### src/rtl/ctrl_pkg.sv
// Shared encodings for the MIPS-subset main decoder: opcodes, functs, ALU selects, control word.
// No logic of its own; latency and backpressure are properties of the users.
// Backpressure: none.
package ctrl_pkg;

    localparam logic [5:0] OP_RTYPE = 6'b000000;
    localparam logic [5:0] OP_ADDI  = 6'b001000;
    localparam logic [5:0] OP_ANDI  = 6'b001100;
    localparam logic [5:0] OP_ORI   = 6'b001101;
    localparam logic [5:0] OP_XORI  = 6'b001110;
    localparam logic [5:0] OP_LW    = 6'b100011;
    localparam logic [5:0] OP_SW    = 6'b101011;
    localparam logic [5:0] OP_BEQ   = 6'b000100;
    localparam logic [5:0] OP_LUI   = 6'b001111;
    localparam logic [5:0] OP_J     = 6'b000010;
    localparam logic [5:0] OP_JAL   = 6'b000011;

    localparam logic [5:0] F_ADD = 6'b100000;
    localparam logic [5:0] F_SUB = 6'b100010;
    localparam logic [5:0] F_AND = 6'b100100;
    localparam logic [5:0] F_OR  = 6'b100101;
    localparam logic [5:0] F_XOR = 6'b100110;
    localparam logic [5:0] F_SLL = 6'b000000;
    localparam logic [5:0] F_SRL = 6'b000010;
    localparam logic [5:0] F_SRA = 6'b000011;
    localparam logic [5:0] F_JR  = 6'b001000;

    localparam logic [3:0] ALU_ADD = 4'b0000;
    localparam logic [3:0] ALU_SUB = 4'b0001;
    localparam logic [3:0] ALU_AND = 4'b0010;
    localparam logic [3:0] ALU_OR  = 4'b0011;
    localparam logic [3:0] ALU_XOR = 4'b0100;
    localparam logic [3:0] ALU_SLL = 4'b0101;
    localparam logic [3:0] ALU_SRL = 4'b0110;
    localparam logic [3:0] ALU_SRA = 4'b0111;
    localparam logic [3:0] ALU_LUI = 4'b1000;

    typedef struct packed {
        logic [3:0] aluctr;
        logic       regwr;
        logic       alusrc;
        logic       regdst;
        logic       memtoreg;
        logic       memwr;
        logic       branch;
        logic       jump;
        logic       extop;
    } ctrl_t;

    localparam ctrl_t CTRL_NOP = '0;

    // Strobe order: regwr, alusrc, regdst, memtoreg, memwr, branch, jump, extop.
    function automatic ctrl_t ctrl_word(input logic [3:0] alu, input logic [7:0] strobes);
        return {alu, strobes};
    endfunction

endpackage

### src/rtl/ctrl_decode.sv
// Combinational op/func decode into the control word; unknown or unlisted encodings give NOP.
// Latency: zero (pure combinational).
// Backpressure: none.
module ctrl_decode
    import ctrl_pkg::*;
(
    input  logic [5:0] op,
    input  logic [5:0] func,
    output ctrl_t      ctrl
);

    // X/Z bits match no case item, so they fall through to the NOP default.
    always_comb begin
        ctrl = CTRL_NOP;
        case (op)
            OP_RTYPE: begin
                case (func)
                    F_ADD:   ctrl = ctrl_word(ALU_ADD, 8'b1010_0000);
                    F_SUB:   ctrl = ctrl_word(ALU_SUB, 8'b1010_0000);
                    F_AND:   ctrl = ctrl_word(ALU_AND, 8'b1010_0000);
                    F_OR:    ctrl = ctrl_word(ALU_OR,  8'b1010_0000);
                    F_XOR:   ctrl = ctrl_word(ALU_XOR, 8'b1010_0000);
                    F_SLL:   ctrl = ctrl_word(ALU_SLL, 8'b1010_0000);
                    F_SRL:   ctrl = ctrl_word(ALU_SRL, 8'b1010_0000);
                    F_SRA:   ctrl = ctrl_word(ALU_SRA, 8'b1010_0000);
                    F_JR:    ctrl = ctrl_word(ALU_ADD, 8'b0000_0010);
                    default: ctrl = CTRL_NOP;
                endcase
            end
            OP_ADDI: ctrl = ctrl_word(ALU_ADD, 8'b1100_0001);
            OP_ANDI: ctrl = ctrl_word(ALU_AND, 8'b1100_0000);
            OP_ORI:  ctrl = ctrl_word(ALU_OR,  8'b1100_0000);
            OP_XORI: ctrl = ctrl_word(ALU_XOR, 8'b1100_0000);
            OP_LW:   ctrl = ctrl_word(ALU_ADD, 8'b1101_0001);
            OP_SW:   ctrl = ctrl_word(ALU_ADD, 8'b0100_1001);
            OP_BEQ:  ctrl = ctrl_word(ALU_SUB, 8'b0000_0101);
            OP_LUI:  ctrl = ctrl_word(ALU_LUI, 8'b1100_0000);
            OP_J:    ctrl = ctrl_word(ALU_ADD, 8'b0000_0010);
            OP_JAL:  ctrl = ctrl_word(ALU_ADD, 8'b0000_0010);
            default: ctrl = CTRL_NOP;
        endcase
    end

endmodule

### src/rtl/control_unit.sv
// Main decoder for the single-cycle MIPS-subset datapath with registered control outputs.
// Latency: one clk edge; reset clears all outputs asynchronously to NOP.
// Backpressure: none, a new op/func is accepted every cycle.
module control_unit
    import ctrl_pkg::*;
(
    input  logic       clk,
    input  logic       reset,
    input  logic [5:0] op,
    input  logic [5:0] func,
    output logic [3:0] ALUctr,
    output logic       RegWr,
    output logic       ALUSrc,
    output logic       RegDst,
    output logic       MemtoReg,
    output logic       MemWr,
    output logic       Branch,
    output logic       Jump,
    output logic       Extop
);

    ctrl_t ctrl_d;
    ctrl_t ctrl_q;

    ctrl_decode u_decode (
        .op   (op),
        .func (func),
        .ctrl (ctrl_d)
    );

    always_ff @(posedge clk or posedge reset) begin
        if (reset) begin
            ctrl_q <= CTRL_NOP;
        end else begin
            ctrl_q <= ctrl_d;
        end
    end

    assign ALUctr   = ctrl_q.aluctr;
    assign RegWr    = ctrl_q.regwr;
    assign ALUSrc   = ctrl_q.alusrc;
    assign RegDst   = ctrl_q.regdst;
    assign MemtoReg = ctrl_q.memtoreg;
    assign MemWr    = ctrl_q.memwr;
    assign Branch   = ctrl_q.branch;
    assign Jump     = ctrl_q.jump;
    assign Extop    = ctrl_q.extop;

endmodule

### config.mk
export PLATFORM = sky130hd
export DESIGN_NAME = control_unit
export DESIGN_NICKNAME = d
export VERILOG_FILES = /design/src/rtl/ctrl_pkg.sv /design/src/rtl/ctrl_decode.sv /design/src/rtl/control_unit.sv
export SDC_FILE = /design/constraint.sdc
export NUM_CORES = 1
export LEC_CHECK = 0
export CAP_MARGIN = 20
export CELL_PAD_IN_SITES_DETAIL_PLACEMENT = 1
export CELL_PAD_IN_SITES_GLOBAL_PLACEMENT = 1
export CORE_MARGIN = 1
export CORE_UTILIZATION = 30
export CTS_CLUSTER_DIAMETER = 80
export DETAILED_ROUTE_END_ITERATION = 8
export DONT_BUFFER_PORTS = 1
export PLACE_DENSITY = 0.6
export SYNTH_ARGS = -nofsm -noshare
export SYNTH_HDL_FRONTEND = slang
export SYNTH_HIERARCHICAL = 1
export SYNTH_SLANG_ARGS = --single-unit
### constraint.sdc
create_clock -name clk -period 0.8 [get_ports clk]
set_input_delay 0.08 -clock clk [delete_from_list [all_inputs] [get_ports clk]]
set_output_delay 0.08 -clock clk [all_outputs]
set_load 0.005 [all_outputs]
* Word-level counts from Yosys, hierarchy flattened *
Index checks and enable logic that the tools add are counted.

word-level totals
  register bits after elaboration = 12
  output and inout port bits = 12
  logic and storage cells = 32

operators by class
  equal/unequal tests = 18
  mux-type cells = 2
  reductions and logical operators = 3

operator list
  cell                count
  $pmux 12 s10        1
  $pmux 11 s9         1
  $eq 6x6->1 const B  7
  $eq 6x4->1 const B  6
  $eq 6x2->1 const B  4
  $logic_not 6->1     2
  $eq 6x3->1 const B  1
  $reduce_or 2->1     1

* Longest topological paths before layout *
Gate-level depths: netlist of run 1.

  word-level depth = 3
  mapped depth = 6
  gate-level depth less buffers = 4

* Modules after synthesis *
The synthesis of run 1 kept the hierarchy.

modules (own cells, without submodules)
  module        times used  cells an instance  area each (um2)  seq. area each (um2)
  ctrl_decode   1           57                 352.8            0.0
  control_unit  1           13                 304.0            300.3

* Worst setup path after synthesis of run 1 *
No wires, ideal clock.

  path type = in2reg
  start point = input port op[4]
  end point = register ctrl_q, in the netlist RegWr
  data arrival time = 989 ps
  data required time = 722 ps
  path slack = -267 ps
  cell stages on the path = 5
  path buffers = 1
  cell sequence = buf_6 > or3_4 > nor4_4 > and3_1 > o21bai_1

RTL lines
  element               RTL line            text
  start, declared       control_unit.sv:9   input logic [5:0] op,
  end signal, assigned  control_unit.sv:35  ctrl_q <= ctrl_d;
  end, declared         control_unit.sv:23  ctrl_t ctrl_q;

==> results of run 1 <==
## registers in the layout (all words and copies together) (netlist names)
register	cells
Extop	1
Branch	1
ALUSrc	1
MemtoReg	1
MemWr	1
ALUctr	4
RegDst	1
Jump	1
RegWr	1
## layer usage
metal	track usage	up-vias	wire (um)
met3	0.02181	2	87
met5	0	-	0
met2	0.2130	18	668
met1	0.1673	244	666
met4	0.05882	0	13
li1	-	261	-
## cell families after synthesis
kind of cell           synth area share
AO/OA/AOI/OAI                    0.1352
flip-flops                       0.4571
buffers and inverters           0.07808
AND/OR/NAND/NOR                  0.3029
XOR/XNOR                        0.02667
## cell usage in the layout, fill, tap and decap left out, types with 2 or more instances in the layout
cell / n
a21oi_1: 3
nor2_1: 13
o21bai_1: 3
buf_4: 5
clkbuf_4: 3
nor3_1: 3
nand3_1: 2
nand2b_1: 2
inv_1: 4
dfrtp_1: 12
dlygate4sd3_1: 4
o21ai_0: 2
## power by group
| part | switching, mW | internal (mW) | total [mW] |
|---|---|---|---|
| clock network | 0.175 | 0.276 | 0.451 |
| logic | 0.0600 | 0.0709 | 0.131 |
| registers | 0.00543 | 0.618 | 0.623 |
| total | 0.241 | 0.964 | 1.21 |
## final timing paths
path | to | cells after the start | startpoint
hold / removal | Extop$_DFF_PP0_ | 1 | op[4]
min in group asynchronous | Branch$_DFF_PP0_ | 2 | reset
setup / recovery | RegWr$_DFF_PP0_ | 4 | op[1]
max in group asynchronous | Extop$_DFF_PP0_ | 2 | reset
## repair_timing
| action | 4_1_cts | 5_1_grt |
|---|---|---|
| endpoints found under the setup margin | 1 | 4 |
| resized for setup | 0 | 4 |
| hold endpoints to repair | 20 | 8 |
| pin swaps | 0 | 1 |
| setup buffers | 0 | 0 |
## area by class of cell
| cell class | instances | area (um2) |
|---|---|---|
| well taps | 27 | 33.78 |
| repair buffers | 9 | 77.57 |
| multi-input cells | 49 | 325.3 |
| inverters | 4 | 15.01 |
| clock buffers | 4 | 36.28 |
| flip-flops and latches | 12 | 300.3 |
| fillers | 243 | 1214 |
## through the flow
stage / power [mW] / TNS (ns)
floorplan: 0.7589 / -1.350
global placement: 0.7460 / -1.460
detailed placement: 0.7467 / -1.547
CTS: 1.223 / -0.07182
global route: 1.274 / -0.1542
finish: 1.205 / -0.06097
==> key figures, run 1 <==
Status
  • Status: finished with violations
  • Failing checks: hold timing, setup timing

STA
  • Min Tclk post-route: 0.8610 ns
  • Final setup violation count: 1
  • RSZ-0062 raised after global routing: yes
  • Max Freq: 1161 MHz
  • Slew Limit Fails: 0
  • Final hold violations: 7
  • Final period util: 1.076
  • Setup ws final: -0.06097 ns
  • Fin Hold WS: -0.1211 ns
  • Worst Max-Slew Pin Slew: 0.4184 ns
  • Max-slew headroom: 0.7171

Place
  • DP HPWL: 1134 um
  • Dpl cells: 97
  • Placed instance area: 694.4 um2
  • DP Worst Slack: -0.3347 ns
  • RD Place Congestion: 0.7465
  • Number of I/O port buffers: 0

Worst setup path
  • Crit-path max cell delay: 0.40 ns
  • CP arrival: approximately 1.1 ns
  • Worst setup EP type: register
  • CP Cell Sequence: or3_4 -> nor4_4 -> and3_4 -> o21bai_1
  • Bufs and invs on worst path: 0
  • Critical path's slowest cell: or3_4
  • CP Class: in -> reg
  • Data required, critical path: ~0.98 ns
  • Max FO, Critical Path: 6
  • Startpoint types: primary input
  • Delay-heaviest family, CP: simple AND/OR/NAND/NOR gates

Power and ir drop
  • Leak: roughly 0.34 nW
  • Pwr dens: approximately 1500 nW/um2
  • VDD IR-drop max: between 500 and 600 uV

Clocking
  • Root buf cell: clkbuf_4
  • CTS tree: done
  • Hold Buf Count CTS: 4
  • CTS buffer count: 3
  • Sink Count: 12
  • H-Tree Depth: 1
  • Deepest clock path buffer count: 2
  • Worst-path clk slew: 0.07 ns

Yosys
  • Syn Inst Count: 70
  • Cell Area, Synth: between 600 and 700 um2
  • Top post-synthesis cells by count: nor2_1 (13), dfrtp_1 (12), inv_1 (4)
  • Seq/Total Area, Yosys: 0.4571
  • Count of flip-flops with a built-in enable after synthesis: 0
  • Yosys top cell area share: 0.4571
  • Ys Warns: 6
  • Main area contributors after synthesis: dfrtp_1 (46%), nor2_1 (7.4%), buf_6 (3.4%), o21bai_1 (3.4%), nor4_4 (3.2%)
  • Top_reg_cell synth: dfrtp_1
  • Avg Inst Size Synth: 9.384 um2
  • Count leader, synth: nor2_1
  • Syn_nets: 84
  • Synth Register Bits: 12
  • Area leader, netlist: dfrtp_1
  • Asr flop ratio synth: 1.000
  • Synth cell types: 30

Drt
  • Antenna-violating nets left: 0
  • 1st-iter DRT viols: 5
  • Routed wire length: 1435 um
  • WL per Instance: 13.67 um
  • Via density: 5.000
  • Drc violations: 0
  • Initial DRT Pass Iterations: 2
  • Vias: 525

Die
  • Num rows: 16
  • Core area: around 2000 um2
  • Die footprint: 2381 um2
  • Chip Width: around 49 um
  • Initial Utilization: 0.3281
  • Die H: 48.80 um
  • I/O Pins: 26

GRT
  • Grt ovf: 0
  • Total track usage: 0.1301
  • Vias in the first global route: 550
  • Global-route wire length before repair: approximately 2400 um
  • Initial antenna violation count: 0
  • Largest net degree at the start of global routing: 13

Cells and area
  • Nets@finish: 93
  • Synthesis-to-layout area growth: 20.00%
  • Final core occ: 0.3938
  • Final Cell Area: 788.3 um2
  • Final non-filler cell total: between 100 and 150
  • Layout cells sized above 1: 0.2179
  • Ant diodes: 0

Flow run
  • Number of max-cap violations: 0

Hold path
  • Type of the most critical hold path: in -> reg
(Power assumes the default switching activity.)
==> inputs of run 2 (changes only) <==
--- a/config.mk
+++ b/config.mk
@@ -5,6 +5,7 @@
 export SDC_FILE = /design/constraint.sdc
 export NUM_CORES = 1
 export LEC_CHECK = 0
+export ABC_AREA = 0
 export CAP_MARGIN = 20
 export CELL_PAD_IN_SITES_DETAIL_PLACEMENT = 1
 export CELL_PAD_IN_SITES_GLOBAL_PLACEMENT = 1
@@ -16,5 +17,4 @@
 export PLACE_DENSITY = 0.6
 export SYNTH_ARGS = -nofsm -noshare
 export SYNTH_HDL_FRONTEND = slang
-export SYNTH_HIERARCHICAL = 1
 export SYNTH_SLANG_ARGS = --single-unit
==> run 2 against run 1 <==
Effect of this change: the flow still finishes with violations (hold timing, setup timing); worst setup slack got worse by 0.39 ns; clock power increased by 2%; utilization is 3.6 points higher; flip-flop and latch count is the same; sequential share of layout area increased by 0.24 points; combinational power increased by 6%; synthesized area decreased by 7.4%; via count decreased by 4.2%; critical path type unchanged; critical endpoint unchanged; largest cell class unchanged.
==> key figures, run 2 <==
Status
  • Status: finished with violations
  • Failing checks: hold timing, setup timing

Power and ir drop
  • Pwr dens: 1562 nW/um2
  • Leak: 0.3505 nW
  • VDD IR-drop max: 522.7 uV

STA
  • Worst Max-Slew Pin Slew: 0.4184 ns
  • Final setup violation count: 5
  • Setup ws final: -0.4551 ns
  • RSZ-0062 raised after global routing: yes
  • Final period util: 1.569
  • Final hold violations: 6
  • TNS Setup: -1.999 ns
  • Min Tclk post-route: 1.255 ns
  • Max Freq: 796.7 MHz
  • Max-slew headroom: 0.7207
  • Fin Hold WS: -0.1300 ns
  • Slew Limit Fails: 0

Yosys
  • Avg Inst Size Synth: 9.808 um2
  • Synth cell types: 27
  • Main area contributors after synthesis: dfrtp_1 (49%), a21oi_1 (4.1%), nor2_1 (3.7%), or4_4 (3.7%), inv_1 (3.1%)
  • Syn_nets: 76
  • Area leader, netlist: dfrtp_1
  • Synth Register Bits: 12
  • Count leader, synth: dfrtp_1
  • Asr flop ratio synth: 1.000
  • Top_reg_cell synth: dfrtp_1
  • Yosys top cell area share: 0.4938
  • Syn Inst Count: 62
  • Cell Area, Synth: 608.1 um2
  • Ys Warns: 0
  • Count of flip-flops with a built-in enable after synthesis: 0
  • Seq/Total Area, Yosys: 0.4938
  • Top post-synthesis cells by count: dfrtp_1 (12), nor2_1 (6), a21oi_1 (5), inv_1 (5)

Drt
  • Via density: about 5.2
  • Initial DRT Pass Iterations: 4
  • Routed wire length: 1422 um
  • Drc violations: 0
  • WL per Instance: 14.66 um
  • Antenna-violating nets left: 0
  • 1st-iter DRT viols: 9
  • Vias: 503

Hold path
  • Hold Path Origin: op[4]
  • Type of the most critical hold path: in -> reg

Cells and area
  • Max reg flops: 4
  • Commonest non-fill, non-tap cells in the layout: dfrtp_1 (12), nor2_1 (6), buf_4 (6)
  • Final core occ: 0.4302
  • Final non-filler cell total: 97
  • Multi-input logic area: 307.8 um2
  • Final-layout fill cell count: 217
  • Layout cells sized above 1: 0.2778
  • FF/Latch Area: 300.3 um2
  • Most common cell after layout, fill and taps aside: dfrtp_1
  • Nets@finish: a little under 90
  • Synthesis-to-layout area growth: 28.81%
  • Ant diodes: 0

Die
  • Num rows: 15
  • Die footprint: 2211 um2
  • Initial Utilization: 0.3340
  • I/O Pins: 26
  • Die H: 47.02 um
  • Chip Width: 47.02 um
  • Core area: roughly 1800 um2

Place
  • Number of I/O port buffers: 0
  • DP Worst Slack: -0.7393 ns
  • Dpl cells: slightly below 90
  • DP HPWL: 1101 um
  • RD Place Congestion: about 0.76

Clocking
  • Sink Count: 12
  • Deepest clock path buffer count: 2
  • Hold Buf Count CTS: 3
  • Worst-path clk slew: roughly 0.070 ns
  • CTS tree: done
  • Root buf cell: clkbuf_4
  • H-Tree Depth: 1
  • CTS buffer count: 3

Worst setup path
  • CP startpoint: op[5]
  • Max FO, Critical Path: 5
  • Data required, critical path: 1.01 ns
  • Startpoint types: primary input
  • CP Class: in -> reg
  • Worst setup EP type: register
  • CP arrival: 1.46 ns

GRT
  • GRT met2 Usage: 0.2556
  • Largest net degree at the start of global routing: 13
  • Met3 usage: 0.05385
  • Grt ovf: 0
  • Vias in the first global route: 565
  • Met1 Use GR: 0.2033
  • Global-route wire length before repair: 2449 um
  • Gr busiest metal: met2
  • Initial antenna violation count: 0
  • Total track usage: 0.1623

Flow run
  • Number of max-cap violations: 0
run 2: changes by cell type after synthesis, moves of 2 or more:
| cell | previous run | this run |
|---|---|---|
| o32ai_1 | 0 | 2 |
| or4_4 | 0 | 2 |
| a21oi_1 | 3 | 5 |
| o21ai_0 | 3 | 1 |
| nor2_1 | 13 | 6 |
| o21bai_1 | 3 | 1 |
| and3_1 | 2 | 0 |
| buf_2 | 2 | 0 |
| clkbuf_1 | 1 | 3 |
| nand2_1 | 1 | 3 |
| nand2b_1 | 2 | 0 |
run 2: path summary, 6_finish.rpt:
| kind | cells past startpoint | end |
|---|---|---|
| hold / removal | 1 | Extop$_DFF_PP0_ |
| max in group asynchronous | 2 | ALUctr[0]$_DFF_PP0_ |
| min in group asynchronous | 2 | Branch$_DFF_PP0_ |
| setup / recovery | 4 | RegWr$_DFF_PP0_ |
run 2: cell families after synthesis:
family	share of synthesized area
DFF	0.4938
buffers and inverters	0.06790
xor gates and xnor gates	0.04322
and+or+nand+nor	0.2263
AOI/OAI and AO/OA	0.1687
run 2: critical path, stage by stage:
cell and delay (ns):
or4_4 0.52, or4_4 0.53, a221oi_4 0.21, or2_1 0.13
run 2: power by group:
part | switching (mW) | total, mW | internal [mW]
sequential | 0.00557 | 0.623 | 0.618
clock | 0.184 | 0.461 | 0.276
combinational | 0.0652 | 0.139 | 0.0738
total | 0.255 | 1.22 | 0.968
run 2: area by class of cell:
type / count / area share
Clock buffer: 4 / 0.04633
Inverter: 5 / 0.02396
Multi-Input combinational cell: 41 / 0.3930
Sequential cell: 12 / 0.3834
Tap cell: 25 / 0.03994
Timing Repair Buffer: 10 / 0.1134
run 2: metrics by stage:
| step | power, mW | instance area [um2] |
|---|---|---|
| floorplan | 0.7444 | 621.8 |
| global placement | 0.7447 | 670.6 |
| detailed placement | 0.7473 | 670.6 |
| CTS | 1.242 | 765.7 |
| global route | 1.305 | 783.3 |
| finish | 1.223 | 783.3 |
run 2: layer usage:
metal / wire length, um / up-vias / share of wire
li1: - / 243 / -
met1: 646 / 235 / 0.45
met2: 665 / 25 / 0.47
met3: 110 / 0 / 0.077
met4: 0 / 0 / 0
met5: 0 / - / 0
run 2: timing repair:
item | 4_1_cts | 5_1_grt
setup buffers | 1 | 0
endpoints found under the setup margin | 5 | 7
gates resized for setup | 3 | 3
endpoints found under the hold margin | 22 | 6
pin swaps | 1 | 1
==> inputs of run 3 (changes only) <==
--- a/config.mk
+++ b/config.mk
@@ -10,11 +10,13 @@
 export CELL_PAD_IN_SITES_DETAIL_PLACEMENT = 1
 export CELL_PAD_IN_SITES_GLOBAL_PLACEMENT = 1
 export CORE_MARGIN = 1
-export CORE_UTILIZATION = 30
+export CORE_UTILIZATION = 38
 export CTS_CLUSTER_DIAMETER = 80
+export CTS_CLUSTER_SIZE = 12
 export DETAILED_ROUTE_END_ITERATION = 8
 export DONT_BUFFER_PORTS = 1
-export PLACE_DENSITY = 0.6
+export GPL_TIMING_DRIVEN = 0
+export PLACE_DENSITY = 0.72
 export SYNTH_ARGS = -nofsm -noshare
 export SYNTH_HDL_FRONTEND = slang
 export SYNTH_SLANG_ARGS = --single-unit
==> run 3 against run 2 <==
Effect of this change: the flow finishes with violations (DRC, hold timing, setup timing); first-iteration DRC count decreased by 56%; critical path type unchanged; clock power increased by 1%; utilization increased by 7.8 points.
==> key figures, run 3 (same netlist as run 2, synthesis figures left out) <==
Status
  • Status: finished with violations
  • Failing checks: DRC, hold timing, setup timing

Cells and area
  • Final-layout fill cell count: about 170
  • Commonest non-fill, non-tap cells in the layout: dfrtp_1 (12), nor2_1 (6), inv_1 (5)
  • Final core occ: 0.5083
  • Layout cells sized above 1: 0.2254
  • Final non-filler cell total: 87
  • Most common cell after layout, fill and taps aside: dfrtp_1
  • FF/Latch Area: between 300 and 400 um2
  • Ant diodes: 0
  • Synthesis-to-layout area growth: 25.93%
  • Multi-input logic area: 301.5 um2
  • Max reg flops: 4
  • Nets@finish: 86

Power and ir drop
  • VDD IR-drop max: between 800 and 900 uV
  • Switch share: 0.2252
  • Combinational Power Share: 0.133
  • Net Sw Power: between 200 and 300 uW
  • Pwr dens: 1641 nW/um2
  • Sequential power share: 0.496
  • Final total power: 1.256 mW
  • Clk pwr share: 0.371
  • Leak: 0.3433 nW
  • Internal: 973.4 uW

Worst setup path
  • Critical path's slowest cell: or4_4
  • Most frequent CP cell: or4_4
  • Delay-heaviest family, CP: simple AND/OR/NAND/NOR gates
  • Crit-path max cell delay: 0.52 ns
  • Bufs and invs on worst path: 1
  • Data required, critical path: 1.00 ns
  • CP Cell Sequence: buf_12 -> or4_4 -> or4_4 -> a221oi_4 -> or2_1
  • CP Class: in -> reg
  • Startpoint types: primary input
  • Max FO, Critical Path: 2
  • Worst setup EP type: register
  • CP arrival: between 1.5 and 2 ns

Clocking
  • Sink Count: 12
  • Root buf cell: clkbuf_4
  • CTS tree: done
  • H-Tree Depth: 1
  • Worst-path clk slew: 0.08 ns
  • Deepest clock path buffer count: 2
  • CTS buffer count: 3
  • Hold Buf Count CTS: 3

STA
  • Final setup violation count: 5
  • Setup ws final: -0.5027 ns
  • Final hold violations: 5
  • Fin Hold WS: -0.1368 ns
  • Max-slew headroom: 0.7012
  • Max Freq: 767.6 MHz
  • Worst Max-Slew Pin Slew: roughly 0.45 ns
  • Min Tclk post-route: 1.303 ns
  • Slew Limit Fails: 0
  • RSZ-0062 raised after global routing: yes
  • TNS Setup: -2.330 ns
  • Final period util: 1.628

Hold path
  • Type of the most critical hold path: in -> reg

Die
  • Num rows: 14
  • Chip Width: 42 um
  • I/O Pins: 26
  • Initial Utilization: 0.4037
  • Die footprint: around 1800 um2
  • Core area: 1506 um2
  • Die H: ~42 um

Flow run
  • Number of max-cap violations: 0

Place
  • Number of I/O port buffers: 0
  • Dpl cells: 78
  • RD Place Congestion: 0.7750
  • DP HPWL: ~900 um

GRT
  • Global-route wire length before repair: 2256 um
  • Initial antenna violation count: 0
  • Vias in the first global route: 522
  • Grt ovf: 0
  • Largest net degree at the start of global routing: 13
  • Total track usage: 0.1718

Drt
  • Initial DRT Pass Iterations: 5
  • Routed wire length: 1371 um
  • Vias: around 510
  • WL per Instance: 15.76 um
  • Antenna-violating nets left: 0
  • Drc violations: 1
  • Via density: 5.805
  • 1st-iter DRT viols: 4
==> run 3: cell count changes in the layout (fill, tap and decap cells not counted) <==
cell      change
buf_12        +1
buf_4         -4
buf_6         -1
clkbuf_1      +2
clkbuf_8      +1
o22ai_1       +1
o22ai_2       -1
==> run 3: power by group through the flow <==
stage,Clock [mW],Combinational (mW),Sequential [mW]
after floorplan,0,0.110,0.634
after global placement,0,0.127,0.635
after detailed placement,0,0.131,0.635
after CTS,0.481,0.166,0.623
after global routing,0.501,0.187,0.624
final,0.466,0.168,0.623
==> run 3: routing by layer <==
layer  GRT usage  wire length (um)
met5           0                 0
met4     0.06452                 0
met3     0.09483               106
met2      0.2656               657
met1      0.1983               607
==> run 3: worst paths after layout <==
check                      startpoint             endpoint  slack (ns)  cells past startpoint
max in group asynchronous       reset  ALUctr[0]$_DFF_PP0_        0.24                      2
hold / removal                  op[4]      Extop$_DFF_PP0_       -0.14                      1
setup / recovery                op[3]      RegWr$_DFF_PP0_       -0.50                      5
min in group asynchronous       reset     ALUSrc$_DFF_PP0_        0.24                      2
==> run 3: through the flow <==
| stage | setup slack, ns | cell area (um2) |
|---|---|---|
| after floorplan | -0.7366 | 621.8 |
| after global placement | -0.8401 | 641.9 |
| after detailed placement | -0.8421 | 641.9 |
| after CTS | -0.5126 | 763.2 |
| after global routing | -0.5334 | 765.7 |
| final | -0.5027 | 765.7 |
==> run 3: final cells by class <==
type / instances / share of cell area
Buffer: 4 / 0.05392
Tap cell: 16 / 0.02614
Sequential cell: 12 / 0.3922
Inverter: 5 / 0.02451
Multi-Input combinational cell: 41 / 0.3938
Clock buffer: 4 / 0.04739
Timing Repair Buffer: 5 / 0.06209
==> run 3: what timing repair did <==
action                                  in CTS  in global routing
hold endpoints to repair                    21                  5
endpoints found under the setup margin       5                  7
setup buffers                                2                  0
pin swaps                                    0                  2
gates resized for setup                      6                  1
